$ cat config.mk
export PLATFORM = sky130hd
export DESIGN_NAME = parking_gate_ctrl
export DESIGN_NICKNAME = d
export VERILOG_FILES = /design/src/rtl/parking_gate_ctrl.sv
export SDC_FILE = /design/constraint.sdc
export NUM_CORES = 1
export LEC_CHECK = 0
export ABC_AREA = 1
export CAP_MARGIN = 20
export CORE_AREA = 5 5 53 66
export DETAILED_ROUTE_END_ITERATION = 8
export DIE_AREA = 0 0 58 71
export PLACE_DENSITY = 0.76
export SLEW_MARGIN = 10
export SYNTH_ARGS = -nofsm -noshare
export SYNTH_HDL_FRONTEND = slang
export SYNTH_SLANG_ARGS = --single-unit
export TNS_END_PERCENT = 20
$ cat constraint.sdc
create_clock -name clk -period 2.7 [get_ports clk]
set_input_delay 0.405 -clock clk [delete_from_list [all_inputs] [get_ports clk]]
set_output_delay 0.405 -clock clk [all_outputs]
set_load 0.02 [all_outputs]
$ cat src/rtl/parking_gate_ctrl.sv
// Entry-gate controller: password sequencing, tailgate detection, retry lockout
// and lot occupancy tracking for the car parking system.
module parking_gate_ctrl #(
    parameter int                  CAPACITY       = 8,
    parameter int                  PW_WIDTH       = 4,
    parameter logic [PW_WIDTH-1:0] PASSWORD       = 4'hA,
    parameter int                  TIMEOUT_CYCLES = 8,
    parameter int                  MAX_TRIES      = 3,
    parameter int                  LOCK_CYCLES    = 16,
    parameter int                  BLINK_DIV      = 2
) (
    input  logic                            clk,
    input  logic                            rst_n,
    input  logic                            sensor_entrance,
    input  logic                            sensor_exit,
    input  logic                            lane_exit,
    input  logic                            pw_valid,
    input  logic [PW_WIDTH-1:0]             pw_data,
    output logic                            gate_open,
    output logic                            green_led,
    output logic                            red_led,
    output logic                            alarm,
    output logic                            full,
    output logic [$clog2(CAPACITY+1)-1:0]   occupancy,
    output logic [2:0]                      state_code
);

    localparam int OCC_W = $clog2(CAPACITY + 1);
    localparam int TRY_W = $clog2(MAX_TRIES + 1);
    localparam int TMO_W = $clog2(TIMEOUT_CYCLES + 1);
    localparam int LCK_W = $clog2(LOCK_CYCLES + 1);
    localparam int BLK_W = $clog2(BLINK_DIV + 1);

    typedef enum logic [2:0] {
        IDLE    = 3'd0,
        WAIT_PW = 3'd1,
        WRONG   = 3'd2,
        GRANTED = 3'd3,
        STOP    = 3'd4,
        LOCKED  = 3'd5
    } state_t;

    state_t             state_q, state_d;
    logic [TRY_W-1:0]   tries_q, tries_d;
    logic [TMO_W-1:0]   tmo_q, tmo_d;
    logic [LCK_W-1:0]   lock_q, lock_d;
    logic [OCC_W-1:0]   occ_q;
    logic [BLK_W-1:0]   blk_cnt;
    logic               blink_phase;
    logic               occ_inc;
    logic               pw_match;

    assign pw_match   = pw_valid && (pw_data == PASSWORD);
    assign full       = (occ_q == OCC_W'(CAPACITY));
    assign occupancy  = occ_q;
    assign state_code = state_q;

    always_ff @(posedge clk or negedge rst_n) begin
        if (!rst_n) begin
            state_q <= IDLE;
            tries_q <= '0;
            tmo_q   <= '0;
            lock_q  <= '0;
        end else begin
            state_q <= state_d;
            tries_q <= tries_d;
            tmo_q   <= tmo_d;
            lock_q  <= lock_d;
        end
    end

    always_comb begin
        state_d   = state_q;
        tries_d   = tries_q;
        tmo_d     = tmo_q;
        lock_d    = lock_q;
        occ_inc   = 1'b0;
        gate_open = 1'b0;
        green_led = 1'b0;
        red_led   = 1'b0;
        alarm     = 1'b0;
        case (state_q)
            IDLE: begin
                red_led = full;
                tries_d = '0;
                tmo_d   = '0;
                if (sensor_entrance && !full) state_d = WAIT_PW;
            end
            WAIT_PW, WRONG: begin
                red_led = (state_q == WAIT_PW) ? 1'b1 : blink_phase;
                // A strobe on the terminal idle cycle wins over the timeout.
                if (pw_valid) begin
                    tmo_d = '0;
                    if (pw_match) begin
                        state_d = GRANTED;
                    end else begin
                        tries_d = tries_q + TRY_W'(1);
                        if (tries_q == TRY_W'(MAX_TRIES - 1)) begin
                            state_d = LOCKED;
                            lock_d  = '0;
                        end else begin
                            state_d = WRONG;
                        end
                    end
                end else if (tmo_q == TMO_W'(TIMEOUT_CYCLES - 1)) begin
                    state_d = IDLE;
                    tmo_d   = '0;
                end else begin
                    tmo_d = tmo_q + TMO_W'(1);
                end
            end
            GRANTED: begin
                green_led = blink_phase;
                gate_open = 1'b1;
                if (sensor_entrance && sensor_exit) begin
                    state_d = STOP;
                end else if (sensor_exit) begin
                    state_d = IDLE;
                    occ_inc = 1'b1;
                end
            end
            STOP: begin
                red_led = blink_phase;
                alarm   = 1'b1;
                if (pw_match) state_d = GRANTED;
            end
            LOCKED: begin
                red_led = 1'b1;
                alarm   = 1'b1;
                if (lock_q == LCK_W'(LOCK_CYCLES - 1)) begin
                    state_d = IDLE;
                    tries_d = '0;
                    lock_d  = '0;
                end else begin
                    lock_d = lock_q + LCK_W'(1);
                end
            end
            default: state_d = IDLE;
        endcase
    end

    // Simultaneous admit and lane exit cancel out.
    always_ff @(posedge clk or negedge rst_n) begin
        if (!rst_n) begin
            occ_q <= '0;
        end else if (occ_inc && !lane_exit) begin
            if (occ_q != OCC_W'(CAPACITY)) occ_q <= occ_q + OCC_W'(1);
        end else if (lane_exit && !occ_inc) begin
            if (occ_q != '0) occ_q <= occ_q - OCC_W'(1);
        end
    end

    always_ff @(posedge clk or negedge rst_n) begin
        if (!rst_n) begin
            blk_cnt     <= '0;
            blink_phase <= 1'b0;
        end else if (blk_cnt == BLK_W'(BLINK_DIV - 1)) begin
            blk_cnt     <= '0;
            blink_phase <= ~blink_phase;
        end else begin
            blk_cnt <= blk_cnt + BLK_W'(1);
        end
    end

endmodule

* Word-level counts from Yosys, hierarchy flattened
Index checks and enable logic that the tools add are counted.
** Storage, ports and cells
- Bits in registers :: 21
- Latch bits :: 0
- RAM bits :: 0
- Bits in read-only memories :: 0
- Input port bits :: 10
- Output and inout bits :: 12
- Logic and storage cells :: 91
- Memories kept :: 0
** Cells by class
- $add $sub $neg :: 6
- $mul :: 0
- Divide/modulo/power cells :: 0
- Magnitude comparators :: 0
- Equality and inequality tests :: 21
- Shift-type cells :: 0
- Muxes and demuxes :: 35
- Bitwise gates (word level) :: 1
- Reductions and logical operators :: 21
** Operators with widths (count)
- 3-bit 2-to-1 mux :: 9
- 4-bit 2-to-1 mux :: 6
- 5-bit 2-to-1 mux :: 4
- 3-bit one-hot mux with 5 select lines :: 1
- 2-bit != test, second input constant :: 6
- 5-bit one-hot mux with 2 select lines :: 1
- 4-bit by 1-bit adder with 4-bit output, second input constant :: 2
- 4-bit == test, second input constant :: 2
- 2-bit 2-to-1 mux :: 4
- 4-bit one-hot mux with 2 select lines :: 1
- 4-bit AND reduction :: 2
- 2-bit nonzero test :: 4
- 1-bit 2-to-1 mux :: 7
- 3-bit by 2-bit == test with 1-bit output, second input constant :: 2
- 3-bit == test, second input constant :: 2
- 3-bit != test, second input constant :: 2
- 2-bit one-hot mux with 3 select lines :: 1
- 5-bit by 1-bit adder with 5-bit output, second input constant :: 1
- 5-bit by 4-bit == test with 1-bit output, second input constant :: 1
- 1-bit logical AND :: 5
- 5-bit AND reduction :: 1
- 2-bit by 1-bit adder with 2-bit output, second input constant :: 2
- 4-bit by 3-bit == test with 1-bit output, second input constant :: 1
- 4-bit != test, second input constant :: 1
- other kinds (13) :: 16

* Depth between registers and ports, before layout
Gate-level depths: netlist (run 1).
- Depth after elaboration :: 7
- Mapped depth :: 11

* Least setup slack after synthesis (run 1)
OpenSTA, ideal clock, no wires.
- Path type :: register to register
- Start :: register state_q[0], in the netlist state_code[0]
- End :: register occ_q[3], in the netlist occupancy[3]
- Arrival time :: 2.119 ns
- Data required time :: 2.567 ns
- Path slack :: 0.449 ns
- Cell stages (with the launch flop) :: 12
- Cell sequence :: dfrtp_1 nand2_2 nor2_2 inv_1 nor3_1 ha_1 inv_1 ha_1 a21oi_1 nand2_1 xnor2_1 o21ai_0
** On the way
- Cells in the longest elaborated chain, start to end :: 6
- Elaborated cells on any way between the ends :: 10
** Ends and longest elaborated chain
- start, declared :: RTL line 43 : state_t state_q, state_d;
- start signal, assigned :: RTL line 65 : state_q <= state_d;
- 3-bit by 2-bit == test with 1-bit output * :: RTL line 82 : case (state_q)
- 1-bit 2-to-1 mux * :: RTL line 82
- 1-bit zero test :: RTL line 148 : end else if (lane_exit && !occ_inc) begin
- 1-bit logical AND :: RTL line 148
- 2-bit nonzero test (no line)
- 3-bit AND reduction (no line)
- end signal, assigned :: RTL line 147 : if (occ_q != OCC_W'(CAPACITY)) occ_q <= occ_q + OCC_W'(1);
- end signal, assigned :: RTL line 149 : if (occ_q != '0) occ_q <= occ_q - OCC_W'(1);
- end, declared :: RTL line 47 : logic [OCC_W-1:0] occ_q;
Mark *: on every way between the ends. The rest lies on a longest branch, timed or not.
A chain may end at the register's enable or synchronous reset.

* Worst setup path after layout (run 1)
- Start :: register state_q[1], in the netlist state_code[1]
- End :: output port red_led
** On the way
- Cells in the longest elaborated chain, start to end :: 3
- Elaborated cells on any way between the ends :: 8
** Ends and longest elaborated chain
- 3-bit by 1-bit == test with 1-bit output or 3-bit by 2-bit == test with 1-bit output (tied branches) :: RTL line 82, 90
- 1-bit 2-to-1 mux or 2-bit OR reduction (tied branches) :: RTL line 90, 82
- 1-bit one-hot mux with 4 select lines * :: RTL line 82
- end, declared :: RTL line 21 : output logic red_led,
Marked as above.

==> summary.md, run 1 <==
| Metric | Value |
|---|---|
| Sink Count | 21 |
| GP Congestion | ~0.86 |
| Distinct cells, synth | 26 |
| Clock Skew | 0.005633 ns |
| Fillers | 257 |
| Gr ovfl total | 0 |
| Critical path, cell by cell | nor2_2, nand2_1, o21ai_0, clkdlybuf4s50_1 |
| Post-synthesis sequential area ratio | 39.51% |
| Crit-path max FO | 6 |
| Drt pass-1 iters | 5 |
| Violation count after the first detailed-route iteration | 29 |
| IO Port Bufs | 21 |
| Slew @ Worst Pin | 0.3205 ns |
| Post-DP HPWL | about 2300 um |
| # IOs | 22 |
| Logic pwr share | approximately 58% |
| Layout cells sized above 1 | approximately a tenth |
| Fin crit share | 90.00% |
| P_int | 0.8857 mW |
| Non-Filler Instances | 236 |
| Most frequent cells after synthesis | nand2_1, inv_1, dfrtp_1 |
| Worst setup SP type | flop |
| Critical path arrival | ~2 ns |
| Inserted Diodes | 0 |
| Final Util | 56.60% |
| Initial core utilization | ~46% |
| Crit path max-delay cell type | clkdlybuf4s50_1 |
| Root Driver | clkbuf_4 |
| Clock-pin transition on the worst setup and hold timing paths | 0.12 ns |
| Max clock buf depth | 2 |
| Post-synthesis cell area | 1330 um^2 |
| CTS resizes | 0 |
| H-tree lvl count | 1 |
| Slew Limit Fails | 0 |
| Global-route usage over all layers | 15.21% |
| Post-Syn Nets | roughly 190 |
| Vias in the first global route | 1298 |
| Clock share of power | 9.2% |
| Most numerous cell in the Yosys netlist | nand2_1 |
| Outcome | completed |
| Post-CTS Setup Inserts | 0 |
| Worst EP required | 2.30 ns |
| Sw Pwr | between 0.7 and 0.8 mW |
| Core Region | 2863 um^2 |
| Main synth FF type | dfrtp_1 |
| Tmin final | 2.430 ns |
| Worst-Skew Late Latency | 0.31 ns |
| DR WL/cell | 12.22 um |
| CP Class | reg2out |
| Slew HR | 78.61% |
| Routed Antenna Nets | 0 |
| Pwr dens | 1039 nW/um^2 |
| Initial antenna violation count | 0 |
| Endpoints failing hold | 0 |
| Top-area cell type share of the netlist area | just under 40% |
| WL final | 2885 um |
| Cells after Synth | 174 |
| RSZ-0062 raised after global routing | no |
| Switching fraction of total power | 47.37% |
| Via density | between 5 and 6 |
| Synth-to-Final Area Change | 21.82% |
| Power share of the sequential group | about 33% |
| Crit path buffers/inverters | 1 |
| Pin count of the biggest net entering global routing | 22 |
| Via count | between 1000 and 1500 |
| Top Family by Delay on Critical Path | buffers and inverters |
| Peak Freq | 0.4115 GHz |
| Chip width | around 58 um |
| Core Rows | 22 |
| Multi-input gate area | 699.4 um^2 |
| Average size of a mapped cell | 7.644 um^2 |
| Global-route wire length before repair | 4968 um |
| VDD IR-drop max | 0.5819 mV |
| Hold-fix buffer count after cts | 0 |
| Nets | roughly 220 |
| Crit path largest cell delay | 0.63 ns |
| Endpoints failing setup | 0 |
| TritonCTS buffer count | 3 |
| Placed cell count | 232 |
| Setup TNS Final | 0 ns |
| EDFF count, synth | 0 |
| Die ar. | 4118 um^2 |
| # Max-Cap Violations | 0 |
| Leakage power | 0.8276 nW |
| R2R setup slack | 0.47 ns |
| Hold Crit Class | in2async |
| Post-synthesis register bit count | 21 |
| Ys async rst share | between 90% and 100% |
| Leading area contributor after synthesis | dfrtp_1 |
| DRC violations left | 0 |
| Top cells by area, synth | dfrtp_1, nand2_1, inv_1, nand3_1, ha_1 |
| Register area | around 530 um^2 |
| Die Ht | 71 um |
| CP endpoint kind | primary output |
| TritonCTS clock tree | yes |
| Total Power | 1.683 mW |
| Number of synthesis warnings | 0 |
| WHS | 0.4289 ns |
metrics by stage:
stage	area [um^2]	setup slack, ns
floorplan	1330	0.4486
global route	1620	0.1538
finish	1620	0.2699
detailed placement	1593	0.3257
CTS	1620	0.2351
global placement	1593	0.4570
registers in the layout (all words and copies together), names as in the netlist:
register and count:
state_code 3, blk_cnt 2, tmo_q 4, tries_q 2, lock_q 5, blink_phase 1, occupancy 4
cells in the final DEF, fill, tap and decap left out, drive strengths merged, types with 3 or more instances in the layout:
master         synthesis  layout
nand2                 50      50
inv                   28      28
nor2                  22      22
dfrtp                 21      21
clkdlybuf4s50          0      21
nand3                 20      20
o21ai                  7       7
xnor2                  6       6
ha                     6       6
a21oi                  3       3
clkbuf                 0       3
worst reg2reg max path, delay by kind of cell, from the launching register on:
kind / cells / cell delay, ns
and+or+nand+nor: 4 / 0.53
adders and majority gates: 2 / 0.53
DFF: 1 / 0.49
AOI/OAI and AO/OA: 2 / 0.31
buffers and inverters: 2 / 0.17
xor gates and xnor gates: 1 / 0.12
kinds of logic (layout without fill, tap and decap cells):
group                      after synthesis  count (layout)  share of synthesized area, %
adders and majority gates                7               7                         7.149
and+or+nand+nor                         96              96                         32.93
DFF                                     21              21                         39.51
buffers and inverters                   28              54                         7.902
xor gates and xnor gates                 8               8                         5.268
AOI/OAI and AO/OA                       14              14                         7.243
final cells by class:
class,instances,share of cell area (%)
inverters,28,6.487
clock buffers,3,1.390
well taps,36,2.780
repair buffers,22,13.44
multi-input cells,125,43.17
clock inverters,1,0.3089
flip-flops and latches,21,32.43
metal layers:
layer	share of wire, %	track usage, %	routed length (um)	up-vias
met2	54	27.64	1547	29
met3	3.6	2.190	103	5
met1	41	16.48	1181	573
met4	1.8	8.247	52	0
li1	-	-	-	600
met5	0	0	0	-
power by group through the flow:
stage | sequential [mW] | clock (mW) | combinational [mW]
CTS | 0.557 | 0.160 | 0.979
finish | 0.559 | 0.154 | 0.970
floorplan | 0.592 | 0 | 0.626
global placement | 0.559 | 0 | 0.939
detailed placement | 0.564 | 0 | 0.974
global route | 0.578 | 0.174 | 1.09
final timing paths:
| path | cells after the start | endpoint | startpoint |
|---|---|---|---|
| max | 4 | red_led | state_code[1] |
| min | 2 | tries_q[1] | rst_n |
| max reg2reg | 11 | occupancy[3] | state_code[0] |
| min reg2reg | 1 | blk_cnt[0] | blk_cnt[0] |
| max in group asynchronous | 2 | state_code[2] | rst_n |
| min in group clk | 1 | blk_cnt[0] | blk_cnt[0] |
Note: power is estimated with default switching activity, not from simulation.
==> run 2: changes to the inputs <==
- ABC_AREA: 1 -> 0
==> summary.md, run 2 <==
| Metric | Value |
|---|---|
| Post-Syn Nets | 157 (-18%) |
| Worst EP required | 2.91 ns (+0.61 ns) |
| Chip width | 58 um (unchanged) |
| Main synth FF type | dfrtp_1 |
| Fin crit share | 89.33% (-0.68 points) |
| Post-synthesis cell area | 1340 um^2 (+0.75%) |
| Crit path depth | 11 (+7) |
| Most frequent cells after synthesis | dfrtp_1, nand2_1, inv_1, nor2_1, a21oi_1 |
| Violation count after the first detailed-route iteration | 26 (-10%) |
| Routed Antenna Nets | 0 (unchanged) |
| Most frequent cells in the layout | dfrtp_1, clkdlybuf4s50_1, nand2_1 |
| Final Util | 57.60% (+1.0 points) |
| Slew Limit Fails | 0 (unchanged) |
| Critical path, cell by cell | nand2_1, nor2_4, nand2_1, nor2_1, ha_1, inv_1, ha_1, a21o_1, a21o_1, or4_1, o311ai_1 |
| Critical path arrival | 2.62 ns (+0.59 ns) |
| Inserted Diodes | 0 (unchanged) |
| Via count | 1151 (-4.6%) |
| Number of synthesis warnings | 0 (unchanged) |
| Worst-Skew Late Latency | 0.30 ns (about the same) |
| Placed cell count | 198 (-15%) |
| Peak Freq | 0.4146 GHz (+0.76%) |
| Setup TNS Final | 0 ns (unchanged) |
| # IOs | 22 (unchanged) |
| Crit path max-delay cell type | or4_1 |
| R2r startpoint | state_code[1] |
| Gr ovfl total | 0 (unchanged) |
| WL final | 3017 um (+4.6%) |
| Non-Filler Instances | 202 (-14%) |
| CP endpoint kind | flop |
| CP Class | reg2reg |
| Die Ht | 71 um (unchanged) |
| Max clock buf depth | 2 (unchanged) |
| Via density | 5.698 (+11%) |
| Drt pass-1 iters | 5 (unchanged) |
| Cells after Synth | 140 (-20%) |
| DRC violations left | 0 (unchanged) |
| Depth of the worst register-to-register path | 11 (unchanged) |
| Crit-path max FO | 4 (-2) |
| Endpoints failing hold | 0 (unchanged) |
| Post-DP HPWL | 2360 um (+3.1%) |
| Sink Count | 21 (unchanged) |
| # Max-Cap Violations | 0 (unchanged) |
| Outcome | completed |
| GP Congestion | 0.7896 (-8.1%) |
| IO Port Bufs | 21 (unchanged) |
| Crit path buffers/inverters | 1 (unchanged) |
| RSZ-0062 raised after global routing | no |
| Tmin final | 2.412 ns (-0.01827 ns) |
| Hold Crit Class | in2async |
| Clock-pin transition on the worst setup and hold timing paths | 0.11 ns (about the same) |
| Top cells by area, synth | dfrtp_1, ha_1, nand2_1, inv_1, nor2_1 |
| Slew @ Worst Pin | 0.3843 ns (+0.06385 ns) |
| Core Region | 2863 um^2 (unchanged) |
| Ys async rst share | 100.0% (unchanged) |
| Post-CTS Setup Inserts | 0 (unchanged) |
| Crit path largest cell delay | 0.41 ns (-0.22 ns) |
| EDFF count, synth | 0 (unchanged) |
| Fillers | 258 (+0.39%) |
| Global-route wire length before repair | 5133 um (+3.3%) |
| VDD IR-drop max | 0.6520 mV (+12%) |
| Endpoints failing setup | 0 (unchanged) |
| R2R setup slack | 0.29 ns (-0.18 ns) |
| Initial antenna violation count | 0 (unchanged) |
| Pwr dens | 986.9 nW/um^2 (-5.0%) |
| Top Family by Delay on Critical Path | simple AND/OR/NAND/NOR gates |
| Core Rows | 22 (unchanged) |
| Final worst slack | 0.2882 ns (+0.01827 ns) |
| Clock Skew | 0.001259 ns (-0.004373 ns) |
| Top reg by flops | lock_q |
| Placed Area | 1615 um^2 (+1.4%) |
| Hold-fix buffer count after cts | 0 (unchanged) |
| Root Driver | clkbuf_4 |
| Pre-CTS setup slack | 0.04685 ns (-0.2789 ns) |
| Largest register FFs | 5 (unchanged) |
| Leakage power | 0.7524 nW (-9.1%) |
| DR WL/cell | 14.94 um (+22%) |
| H-tree lvl count | 1 (unchanged) |
| Final Cell Area | 1649 um^2 (+1.8%) |
| Nets | 184 (-16%) |
| Post-synthesis sequential area ratio | 39.22% (-0.30 points) |
| Global-route usage over all layers | 15.84% (+0.63 points) |
| Worst reg2reg endpoint | occupancy[3] |
| Initial core utilization | 46.81% (+0.35 points) |
| Top-area cell type share of the netlist area | 39.22% (-0.30 points) |
| Synth-to-Final Area Change | 23.06% |
| Pin count of the biggest net entering global routing | 22 (unchanged) |
| Vias in the first global route | 1183 (-8.9%) |
| Most numerous cell in the Yosys netlist | dfrtp_1 |
| Distinct cells, synth | 48 (+85%) |
| Slew HR | 73.72% (-4.9 points) |
| Average size of a mapped cell | 9.572 um^2 (+25%) |
| Die ar. | 4118 um^2 (unchanged) |
| TritonCTS clock tree | yes |
| Layout cells sized above 1 | 10.24% (-0.26 points) |
| Worst setup SP type | flop |
| TritonCTS buffer count | 3 (unchanged) |
| Post-synthesis register bit count | 21 (unchanged) |
| Leading area contributor after synthesis | dfrtp_1 |
## run 2: changes by cell type after synthesis, sizes merged, moves of 3 or more
cell,before,now
a21oi,3,7
a22o,0,3
nand2,50,14
nand2b,0,3
o21a,0,3
o21ai,7,4
inv,28,10
buf,0,4
nand3,20,4
a21o,0,3
or4,0,3
nor2,22,10
mux2,0,4
nand4,0,3
## run 2: per-stage QoR
| step | power [mW] | hold slack, ns |
|---|---|---|
| final | 1.627 | 0.4441 |
| after global routing | 1.754 | 0.4767 |
| after CTS | 1.643 | 0.4490 |
| after detailed placement | 1.476 | 0.4417 |
| after global placement | 1.433 | 0.4299 |
| after floorplan | 1.166 | 0.1094 |
## run 2: cell families (layout without fill, tap and decap cells)
kind of cell	count (synthesis)	after routing	synth area share, %
buffers and inverters	14	40	4.762
muxes	5	5	4.108
adders and majority gates	7	7	7.096
DFF	21	21	39.22
xor gates and xnor gates	6	6	4.482
AOI/OAI and AO/OA	36	36	19.61
and+or+nand+nor	51	51	20.73
## run 2: routing by layer
metal / global-route usage, % / routed length, um / up-vias
li1: - / - / 563
met1: 18.75 / 1224 / 547
met2: 27.51 / 1600 / 37
met3: 2.920 / 156 / 4
met4: 6.701 / 36 / 0
met5: 0 / 0 / -
## run 2: where the power goes
| group | internal, mW | switching, mW | leakage [nW] | total, mW |
|---|---|---|---|---|
| combinational | 0.445 | 0.505 | 0.470 | 0.950 |
| clock | 0.0575 | 0.0915 | 0.0150 | 0.149 |
| sequential | 0.414 | 0.114 | 0.268 | 0.529 |
## run 2: layout make-up
type	count	area (um^2)	area share, %
Tap cell	36	45.04	2.731
Timing Repair Buffer	26	250.2	15.17
Clock buffer	4	26.28	1.593
Multi-Input combinational cell	105	763.2	46.28
Inverter	10	37.54	2.276
Sequential cell	21	526.8	31.94
## run 2: worst max path at each step
stage	to	slack (ns)	from
6_report	occupancy[3]	0.29	state_code[1]
2_1_floorplan	occupancy[3]	0.07	state_code[1]
4_1_cts	red_led	0.11	occupancy[0]
3_5_place_dp	occupancy[3]	0.05	sensor_exit
5_1_grt	occupancy[3]	0.16	state_code[0]
3_3_place_gp	occupancy[3]	0.18	sensor_exit
## run 2: timing repair
action                                  CTS  global route
endpoints found under the setup margin    1             1
endpoints found under the hold margin     0             0
gates resized for setup                   1             1
## run 2: worst register-to-register path, stage by stage, from the launching register on
cell      delay (ns)
dfrtp_2         0.38
nand2_1         0.13
nor2_4          0.17
nand2_1         0.07
nor2_1          0.10
ha_1            0.17
inv_1           0.09
ha_1            0.29
a21o_1          0.20
a21o_1          0.20
or4_1           0.41
o311ai_1        0.10
==> run 3: changes to the inputs <==
- TNS_END_PERCENT: 20 -> not set
==> results of run 3 <==
The final DEF is identical to that of run 2; final timing and power are the same.
